**config.mk**
```make
export PLATFORM = sky130hd
export DESIGN_NAME = ts_bus_sequencer
export DESIGN_NICKNAME = d
export VERILOG_FILES = /design/src/rtl/ts_seq_pkg.sv /design/src/rtl/ts_seq_fifo.sv /design/src/rtl/ts_bus_sequencer.sv
export SDC_FILE = /design/constraint.sdc
export NUM_CORES = 1
export LEC_CHECK = 0
export CAP_MARGIN = 20
export CORE_MARGIN = 2
export CORE_UTILIZATION = 35
export DETAILED_ROUTE_END_ITERATION = 7
export GPL_TIMING_DRIVEN = 0
export SLEW_MARGIN = 20
export SYNTH_ARGS = -nofsm -noshare
export SYNTH_HDL_FRONTEND = slang
export SYNTH_HIERARCHICAL = 1
export SYNTH_SLANG_ARGS = --single-unit
```
**constraint.sdc**
```tcl
create_clock -name CLK -period 2.4 [get_ports CLK]
set_clock_uncertainty 0.2 [all_clocks]
set_input_delay 0.24 -clock CLK [delete_from_list [all_inputs] [get_ports CLK]]
set_output_delay 0.24 -clock CLK [all_outputs]
set_load 0.05 [all_outputs]
```
**src/rtl/ts_seq_pkg.sv**
```systemverilog
// ============================================================================
// Module   : ts_seq_pkg
// Brief    : Shared types and constants for the sound-core bus sequencer.
// Revision : 1.0 - initial release
// ============================================================================
`default_nettype none

package ts_seq_pkg;

  typedef enum logic [2:0] {
    ST_IDLE   = 3'd0,
    ST_SETUP  = 3'd1,
    ST_STROBE = 3'd2,
    ST_HOLD   = 3'd3,
    ST_WAIT   = 3'd4,
    ST_READ   = 3'd5
  } seq_state_e;

  localparam logic [4:0] SEL_CMD_PREFIX = 5'b11111;
  localparam logic [7:0] FM_REG_BASE    = 8'h10;

  typedef struct packed {
    logic       port;
    logic [7:0] data;
  } wr_entry_t;

  function automatic logic is_sel_cmd(input wr_entry_t e);
    return e.port && (e.data[7:3] == SEL_CMD_PREFIX);
  endfunction

  function automatic int max4(input int a, input int b, input int c, input int d);
    int m;
    m = a;
    if (b > m) m = b;
    if (c > m) m = c;
    if (d > m) m = d;
    return m;
  endfunction

endpackage

`default_nettype wire

```
**src/rtl/ts_seq_fifo.sv**
```systemverilog
// ============================================================================
// Module   : ts_seq_fifo
// Brief    : Synchronous count-based first-word-fall-through FIFO.
// Revision : 1.0 - initial release
// ============================================================================
`default_nettype none

module ts_seq_fifo #(
  parameter int DEPTH = 4,
  parameter int WIDTH = 9
) (
  input  logic             CLK,
  input  logic             RESET,
  input  logic             push_i,
  input  logic             pop_i,
  input  logic [WIDTH-1:0] data_i,
  output logic [WIDTH-1:0] data_o,
  output logic             full_o,
  output logic             empty_o
);

  localparam int c_aw = $clog2(DEPTH);

  logic [WIDTH-1:0] mem_q [DEPTH];
  logic [c_aw-1:0]  wr_ptr_q;
  logic [c_aw-1:0]  rd_ptr_q;
  logic [c_aw:0]    count_q;
  logic             w_push;
  logic             w_pop;

  assign full_o  = (count_q == (c_aw+1)'(DEPTH));
  assign empty_o = (count_q == '0);
  // Full is judged before any same-cycle pop, so a push into a full FIFO is dropped.
  assign w_push  = push_i && !full_o;
  assign w_pop   = pop_i && !empty_o;
  assign data_o  = mem_q[rd_ptr_q];

  always_ff @(posedge CLK) begin
    if (RESET) begin
      wr_ptr_q <= '0;
      rd_ptr_q <= '0;
      count_q  <= '0;
    end else begin
      if (w_push) wr_ptr_q <= wr_ptr_q + c_aw'(1);
      if (w_pop)  rd_ptr_q <= rd_ptr_q + c_aw'(1);
      count_q <= count_q + {{c_aw{1'b0}}, w_push} - {{c_aw{1'b0}}, w_pop};
    end
  end

  always_ff @(posedge CLK) begin
    if (w_push) mem_q[wr_ptr_q] <= data_i;
  end

endmodule

`default_nettype wire

```
**src/rtl/ts_bus_sequencer.sv**
```systemverilog
// ============================================================================
// Module   : ts_bus_sequencer
// Brief    : Serialises CPU port writes/reads onto the YM2203-style BDIR/BC bus.
// Revision : 1.0 - initial release
// ============================================================================
`default_nettype none

module ts_bus_sequencer
  import ts_seq_pkg::*;
#(
  parameter int STROBE_CYC = 4,
  parameter int HOLD_CYC   = 2,
  parameter int FM_WAIT_CE = 24,
  parameter int RD_CYC     = 4,
  parameter int FIFO_DEPTH = 4
) (
  input  logic       CLK,
  input  logic       RESET,
  input  logic       CE,
  input  logic       wr_req,
  input  logic       wr_port,
  input  logic [7:0] wr_data,
  output logic       wr_ready,
  input  logic       rd_req,
  output logic [7:0] rd_data,
  output logic       rd_valid,
  output logic       busy,
  output logic       BDIR,
  output logic       BC,
  output logic [7:0] DO,
  input  logic [7:0] DI
);

  localparam int c_cnt_w = $clog2(max4(STROBE_CYC, HOLD_CYC, FM_WAIT_CE, RD_CYC) + 1);

  seq_state_e         state_q, state_d;
  logic [c_cnt_w-1:0] cnt_q, cnt_d;
  logic               is_fm_q, is_fm_d;
  logic               fm_en_q, fm_en_d;
  logic [7:0]         cur_reg_q, cur_reg_d;
  logic               rd_pend_q, rd_pend_d;
  logic               bdir_q, bdir_d;
  logic               bc_q, bc_d;
  logic [7:0]         do_q, do_d;
  logic [7:0]         rd_data_q, rd_data_d;
  logic               rd_valid_q, rd_valid_d;

  wr_entry_t          w_head;
  logic               w_empty;
  logic               w_full;
  logic               w_pop;

  assign w_pop = (state_q == ST_IDLE) && !w_empty;

  ts_seq_fifo #(
    .DEPTH(FIFO_DEPTH),
    .WIDTH($bits(wr_entry_t))
  ) u_fifo (
    .CLK     (CLK),
    .RESET   (RESET),
    .push_i  (wr_req),
    .pop_i   (w_pop),
    .data_i  ({wr_port, wr_data}),
    .data_o  (w_head),
    .full_o  (w_full),
    .empty_o (w_empty)
  );

  always_ff @(posedge CLK) begin
    if (RESET) begin
      state_q    <= ST_IDLE;
      cnt_q      <= '0;
      is_fm_q    <= 1'b0;
      fm_en_q    <= 1'b0;
      cur_reg_q  <= 8'h00;
      rd_pend_q  <= 1'b0;
      bdir_q     <= 1'b0;
      bc_q       <= 1'b0;
      do_q       <= 8'h00;
      rd_data_q  <= 8'h00;
      rd_valid_q <= 1'b0;
    end else begin
      state_q    <= state_d;
      cnt_q      <= cnt_d;
      is_fm_q    <= is_fm_d;
      fm_en_q    <= fm_en_d;
      cur_reg_q  <= cur_reg_d;
      rd_pend_q  <= rd_pend_d;
      bdir_q     <= bdir_d;
      bc_q       <= bc_d;
      do_q       <= do_d;
      rd_data_q  <= rd_data_d;
      rd_valid_q <= rd_valid_d;
    end
  end

  always_comb begin
    state_d   = state_q;
    cnt_d     = cnt_q;
    is_fm_d   = is_fm_q;
    fm_en_d   = fm_en_q;
    cur_reg_d = cur_reg_q;
    rd_pend_d = rd_pend_q;

    if (rd_req && !rd_pend_q && (state_q != ST_READ)) rd_pend_d = 1'b1;

    case (state_q)
      ST_IDLE: begin
        cnt_d = '0;
        if (!w_empty) begin
          state_d = ST_SETUP;
          // FM-ness uses the shadows as they stand before this entry updates them.
          is_fm_d = !w_head.port && fm_en_q && (cur_reg_q >= FM_REG_BASE);
          if (is_sel_cmd(w_head))  fm_en_d   = ~w_head.data[2];
          else if (w_head.port)    cur_reg_d = w_head.data;
        end else if (rd_pend_q) begin
          state_d   = ST_READ;
          rd_pend_d = 1'b0;
        end
      end
      ST_SETUP: begin
        state_d = ST_STROBE;
        cnt_d   = '0;
      end
      ST_STROBE: begin
        if (cnt_q == c_cnt_w'(STROBE_CYC - 1)) begin
          state_d = ST_HOLD;
          cnt_d   = '0;
        end else begin
          cnt_d = cnt_q + c_cnt_w'(1);
        end
      end
      ST_HOLD: begin
        if (cnt_q == c_cnt_w'(HOLD_CYC - 1)) begin
          state_d = is_fm_q ? ST_WAIT : ST_IDLE;
          cnt_d   = '0;
        end else begin
          cnt_d = cnt_q + c_cnt_w'(1);
        end
      end
      ST_WAIT: begin
        if (CE) begin
          if (cnt_q == c_cnt_w'(FM_WAIT_CE - 1)) begin
            state_d = ST_IDLE;
            cnt_d   = '0;
          end else begin
            cnt_d = cnt_q + c_cnt_w'(1);
          end
        end
      end
      ST_READ: begin
        if (cnt_q == c_cnt_w'(RD_CYC - 1)) begin
          state_d = ST_IDLE;
          cnt_d   = '0;
        end else begin
          cnt_d = cnt_q + c_cnt_w'(1);
        end
      end
      default: begin
        state_d = ST_IDLE;
        cnt_d   = '0;
      end
    endcase
  end

  // Bus outputs are derived from the next state so the registers line up with the state.
  always_comb begin
    bdir_d     = (state_d == ST_STROBE);
    bc_d       = bc_q;
    do_d       = do_q;
    rd_valid_d = (state_q == ST_READ) && (state_d == ST_IDLE);
    rd_data_d  = rd_valid_d ? DI : rd_data_q;
    if ((state_q == ST_IDLE) && (state_d == ST_SETUP)) begin
      bc_d = w_head.port;
      do_d = w_head.data;
    end
    if (state_d == ST_READ) bc_d = 1'b0;
  end

  assign wr_ready = !w_full;
  assign busy     = (state_q != ST_IDLE) || !w_empty || rd_pend_q;
  assign BDIR     = bdir_q;
  assign BC       = bc_q;
  assign DO       = do_q;
  assign rd_data  = rd_data_q;
  assign rd_valid = rd_valid_q;

endmodule

`default_nettype wire

```
### Yosys cells after proc, flatten, opt, wreduce, memory -nomap -nowiden

Memory sizes are Yosys's and may differ from the RTL's. A register that Yosys moved wholly into a read port is not among the register bits.
Index checks and enable logic that the tools add are counted.

| storage, ports and cells | value |
|---|---|
| input port bits | 22 |
| bits in latches | 0 |
| word-level logic and storage cells | 86 |
| ROM bits | 0 |
| bits in writable memories | 36 |
| register bits | 45 |
| memories kept | 1 |

| operators by class | value |
|---|---|
| reduce and logical (&&, ||, !) cells | 25 |
| multiply operators | 0 |
| bitwise logic cells | 3 |
| mux-type cells | 22 |
| $add $sub $neg | 5 |
| magnitude comparators | 1 |
| divide/modulo/power cells | 0 |
| eq/ne operators | 15 |
| shifts and indexed selects | 0 |

Memory list:

| memory | depth | bits a word | read ports | clocked after memory_dff | wr ports | RTL line | RTL |
|---|---|---|---|---|---|---|---|
| u_fifo.mem_q | 4 | 9 | 1 | 1 | 1 | ts_seq_fifo.sv:24 | `logic [WIDTH-1:0] mem_q [DEPTH];` |

Operators by type and width:

| operator | number |
|---|---|
| $mux W3 | 8 |
| $mux W5 | 4 |
| $pmux W3 S6 | 1 |
| $pmux W5 S3 | 1 |
| $eq A3 B3 Y1 const B | 4 |
| $eq A5 B5 Y1 const B | 2 |
| $logic_and A1 B1 Y1 | 10 |
| $eq A3 B2 Y1 const B | 3 |
| $logic_not A3 Y1 | 3 |
| $ge A8 B5 Y1 const B | 1 |
| $eq A3 B1 Y1 const B | 2 |
| $mux W1 | 6 |
| $add A5 B1 Y5 const B | 1 |
| $eq A5 B1 Y1 const B | 1 |
| $eq A5 B2 Y1 const B | 1 |
| $add A2 B1 Y2 const B | 2 |
| $logic_not A1 Y1 | 4 |
| $mux W2 | 2 |
| $reduce_and A4 Y1 | 1 |
| $reduce_or A2 Y1 | 2 |
| $add A3 B1 Y3 | 1 |
| $ne A3 B3 Y1 const B | 1 |
| $not A1 Y1 | 3 |
| $reduce_and A3 Y1 | 1 |
| other kinds (5) | 6 |

### Logic depth before layout (Yosys ltp)

| depth | value |
|---|---|
| word-level depth | 7 |
| mapped depth | 13 |

### Hierarchy

Netlist, hierarchy kept.

By module, submodules not included:

| module | sequential area each (µm²) | instances | area each (µm²) | cells each |
|---|---|---|---|---|
| ts_seq_fifo | 1261.2 | 1 | 1776.7 | 98 |
| ts_bus_sequencer | 680.7 | 1 | 1597.8 | 181 |

### Least setup slack after synthesis

No wires, ideal clock.

| timing | value |
|---|---|
| kind | flip-flop to flip-flop |
| start | register u_fifo.count_q[1] |
| end | register u_fifo.count_q[2] |
| stages on the path, launching flop included | 14 |
| arrival | 2.320 ns |
| buffers on the path | 1 |
| slack | -0.245 ns |
| period minus slack after synthesis | 2.645 ns |
| path through | dfxtp_1 > nor3_2 > or4_4 > clkinv_4 > buf_6 > o31ai_2 > inv_1 > ha_1 > inv_1 > ha_1 > fa_1 > xnor2_1 > xnor2_1 > nor2_1 |

| between the ends | value |
|---|---|
| word-level cells in the longest chain between the ends | 5 |
| elaborated cells between the ends (all ways) | 9 |
| those cells by class | 2 x add/sub; 1 x eq/ne; 6 x reduce/logical |

Ends and longest elaborated chain:

| element | RTL line | RTL |
|---|---|---|
| start, declared | ts_seq_fifo.sv:27 | `logic [c_aw:0] count_q;` |
| start signal, assigned | ts_seq_fifo.sv:46 | `count_q <= count_q + {{c_aw{1'b0}}, w_push} - {{c_aw{1'b0}}, w_pop};` |
| $logic_not A3 Y1 | ts_seq_fifo.sv:32 | `assign empty_o = (count_q == '0);` |
| via w_empty | ts_bus_sequencer.sv:49 | `logic w_empty;` |
| $logic_not A1 Y1 | ts_bus_sequencer.sv:53 | `assign w_pop = (state_q == ST_IDLE) && !w_empty;` |
| $logic_and A1 B1 Y1 | ts_bus_sequencer.sv:53 |  |
| via w_pop | ts_bus_sequencer.sv:51 | `logic w_pop;` |
| $logic_and A1 B1 Y1 | ts_seq_fifo.sv:35 | `assign w_pop = pop_i && !empty_o;` |
| via u_fifo.w_pop | ts_seq_fifo.sv:29 | `logic w_pop;` |
| $sub A3 B1 Y3 | ts_seq_fifo.sv:46 |  |

The timed path passes the listed nets, and every way through them passes these cells.
A chain may end at the register's enable or synchronous reset.

### Worst setup path after layout

| timing | value |
|---|---|
| start | register u_fifo.count_q[0] |
| end | register u_fifo.count_q[2] |

| between the ends | value |
|---|---|
| word-level cells in the longest chain between the ends | 5 |
| elaborated cells between the ends (all ways) | 9 |
| those cells by class | 2 x add/sub; 1 x eq/ne; 6 x reduce/logical |

Ends and longest elaborated chain:

| element | RTL line |
|---|---|
| $logic_not A3 Y1 (*) | ts_seq_fifo.sv:32 |
| via w_empty | ts_bus_sequencer.sv:49 |
| $logic_not A1 Y1 (*) | ts_seq_fifo.sv:35, ts_bus_sequencer.sv:53 |
| $logic_and A1 B1 Y1 | ts_bus_sequencer.sv:53 |
| $logic_and A1 B1 Y1 (*) | ts_seq_fifo.sv:35 |
| via u_fifo.w_pop | ts_seq_fifo.sv:29 |
| $sub A3 B1 Y3 (*) | ts_seq_fifo.sv:46 |

Mark *: on every way through the listed nets, which the timed path passes. The rest lies on a longest branch.

==> out/metrics.cfg <==
[status]
outcome=finished with violations
violations=negative setup slack

[timing]
finalMaxSlewViolations=0
setup_tns_ns=-0.2406
max_slew.worst_pin.slew_ns=0.6228
worst_slack_ns=-0.1433
hold_violations=0
fmax_mhz=393.2
period_needed_ns=2.543
rsz0062_at_grt=true
fin_crit_sh_pct=106.0
maxSlewHeadroom_pct=58.48
setup_viol=2

[layout]
final_cells=475
final_nets=372
area_growth_pct=27.14
drive_gt1_share_pct=17.63
design_area_sq_um=4290
antennaDiodeCount=0

[worst_setup_path]
critPathCapture=u_fifo/count_q[2]$_SDFF_PP0_
crit_required_ns=2.42
worst_setup_path_start_kind=flop
cp.depth=12
r2r_start=u_fifo/count_q[0]$_SDFF_PP0_
end_kind=flop
reg2reg_to=u_fifo/count_q[2]$_SDFF_PP0_
max_stage_delay_ns=0.58
cp_max_fo=4
cpMostUsedCell=inv_1
crit_family=simple AND/OR/NAND/NOR gates
cp_cell_sequence=nor3_4 > or4_4 > clkinv_8 > o31ai_4 > inv_1 > ha_1 > inv_1 > ha_2 > fa_2 > xnor2_2 > xnor2_1 > nor2_1
critPathBufInv=3
r2r_cells=12
timing.setup.critical_path_class=reg2reg
slowest_stage=or4_4
reg2reg_slack_ns=-0.14
critical_path_arrival_ns=2.56
cp-startpoint=u_fifo/count_q[0]$_SDFF_PP0_

[power]
pwr_density_cell_nw_per_um2=1086
leakage_nw=1.497
ir_worst_vdd_v=0.0004450
p_total_w=0.004659

[synth]
syn_area_per_cell_sq_um=12.09
netlist_instances=279
async_reset_ff_share_pct=0
ys.flop_type=dfxtp_1
yosysSeqAreaShare_pct=57.55
synth-edff-count=36
yosysUniqueCellTypes=50
synth_warnings=6
syn_nets=310
synth_area_sq_um=3374
synth-seq-cells=79

[global_routing]
overflow=0
grt_pass1_vias=2151
grt_max_degree=16
grt_pass1_wl_mm=10.36
antenna_found_initial=0
grt_usage_pct=13.23

[floorplan]
die_area_sq_um=10440
initial_core_util_pct=36.35
dieHeight_microns=102.2
core-area_sq_um=9284
std_cell_rows=35
ios=43
die_w_microns=102.2

[clock_tree]
cts_buffers=9
insertion_delay_ns=0.35
cts-root-buf=clkbuf_8
cts_num_sinks=79
htreeDepth=3
cts.path.max_buffers=2
hold_buffers=0
clk_pin_slew_worst_paths_ns=0.08
cts_tree=built

[detailed_routing]
ant_nets=0
dr.pass1.iters=6
via_per_inst=4.754
wire_per_inst_microns=13.75
drc=0
met2_length_mm=3.207
drt-met1-wl_mm=2.996
drtIter0Drc=55
wl_met3_microns=262
drt_wl_total_mm=6.530
routed.top_layer=met4
via_count=2258

[place]
numPortBuffers=42
dp_cells=450
gp_congestion=0.8869
place_ws_ns=-0.4319
placed_cell_area_sq_um=3961
dp_hpwl_mm=4.475

[worst_hold_path]
hold_class=reg2reg
min_from=DO[7]$_SDFFE_PP0P_

[flow_run]
maxCapViolCount=0

[flip-flops by register name (all words and copies together), names as in the netlist, named ones only]
signal and count:
rd_data 8, u_fifo/rd_ptr_q 2, is_fm_q 1, BDIR 1, u_fifo/count_q 3, BC 1
u_fifo/mem_q 36, fm_en_q 1, cnt_q 5, rd_pend_q 1, cur_reg_q 4, DO 8
rd_valid 1, u_fifo/wr_ptr_q 2, state_q 3
[tightest hold or removal path: stages (launching register included)]
cell and delay [ns]:
dfxtp_1 0.31, nand2_1 0.05, a21oi_1 0.05
[metal layers]
layer	vias to the layer above	GRT usage (%)
li1	1122	-
met5	-	0
met1	1085	16.29
met2	45	21.61
met4	0	5.333
met3	6	4.309
[through the flow]
stage | util (%) | hold WS (ns)
global placement | 42.67 | 0.2434
floorplan | - | 0.1389
detailed placement | 42.67 | 0.2483
global route | 46.21 | 0.2614
CTS | 45.82 | 0.2397
finish | 46.21 | 0.2564
[cells in the final DEF (no fill, tap or decap), types with 4 or more instances in the layout]
| cell | instances |
|---|---|
| clkbuf_8 | 9 |
| dfxtp_4 | 4 |
| inv_1 | 11 |
| nand3_1 | 6 |
| or3_1 | 4 |
| buf_4 | 12 |
| and2_1 | 5 |
| xor2_1 | 4 |
| nor3_1 | 7 |
| ha_1 | 7 |
| clkbuf_1 | 9 |
| nor2b_1 | 5 |
| mux2i_1 | 13 |
| nor2_1 | 23 |
| nand2b_1 | 5 |
| mux4_2 | 9 |
| edfxtp_1 | 36 |
| a21oi_1 | 18 |
| dfxtp_1 | 39 |
| nand2_1 | 24 |
| clkdlybuf4s50_1 | 40 |
[what timing repair did]
item,CTS,global route
cloned,0,0
pin swaps,6,5
gates resized for setup,12,3
setup endpoints to repair,3,4
setup buffers,6,5
[final cells by class]
cell class              instances  area, sq um
well taps                     129        161.4
fillers                       896         4994
multi-input cells             173         1333
clock buffers                   9        123.9
flip-flops and latches         79         1957
clock inverters                 7        102.6
repair buffers                 53        500.5
plain buffers                  13        55.05
inverters                      12        57.56
[Yosys cell counts (2+ instances only)]
master / count / share of area [%]
or3_1: 4 / 0.74
o21ai_0: 2 / 0.30
xnor2_1: 2 / 0.52
nand4_1: 3 / 0.56
inv_1: 11 / 1.2
nor3_1: 7 / 1.0
nand2_1: 24 / 2.7
nand2b_1: 5 / 0.93
a21oi_1: 18 / 2.7
buf_2: 2 / 0.30
buf_6: 2 / 0.67
mux4_2: 9 / 6.0
dfxtp_1: 43 / 26
edfxtp_1: 36 / 32
nor3b_1: 2 / 0.44
nand3_1: 6 / 0.89
nor2_1: 23 / 2.6
nor3_2: 3 / 0.89
nor4b_2: 2 / 0.89
xor2_1: 4 / 1.0
nand3b_1: 3 / 0.67
nor4_1: 2 / 0.37
mux2i_1: 13 / 3.9
a211oi_1: 2 / 0.44
ha_1: 8 / 3.0
nor4b_1: 2 / 0.52
nor2b_1: 5 / 0.93
or4b_1: 2 / 0.59
and2_1: 5 / 0.93
clkbuf_1: 9 / 1.0
[power breakdown]
part | internal [W] | switching, W | leakage [nW] | total, W
clock network | 0.000602 | 0.000504 | 0.117 | 0.00111
registers | 0.00165 | 0.000125 | 0.683 | 0.00178
logic | 0.000732 | 0.00104 | 0.698 | 0.00178
[worst min-delay path by stage]
stage / endpoint / slack, ns / cells after the start
floorplan: u_fifo/mem_q[0][0]$_DFFE_PP_ / 0.14 / 0
global placement: DO[7]$_SDFFE_PP0P_ / 0.24 / 2
detailed placement: DO[7]$_SDFFE_PP0P_ / 0.25 / 2
CTS: rd_pend_q$_SDFF_PP0_ / 0.24 / 3
global route: rd_pend_q$_SDFF_PP0_ / 0.26 / 3
finish: DO[7]$_SDFFE_PP0P_ / 0.26 / 2
[cell families after synthesis]
| logic type | synth area share [%] |
|---|---|
| fa+ha+maj | 3.560 |
| xor+xnor | 1.557 |
| simple gates | 17.58 |
| compound gates | 6.118 |
| buf+inv | 3.782 |
| mux | 9.863 |
| flops | 57.55 |
(Power assumes the default switching activity.)
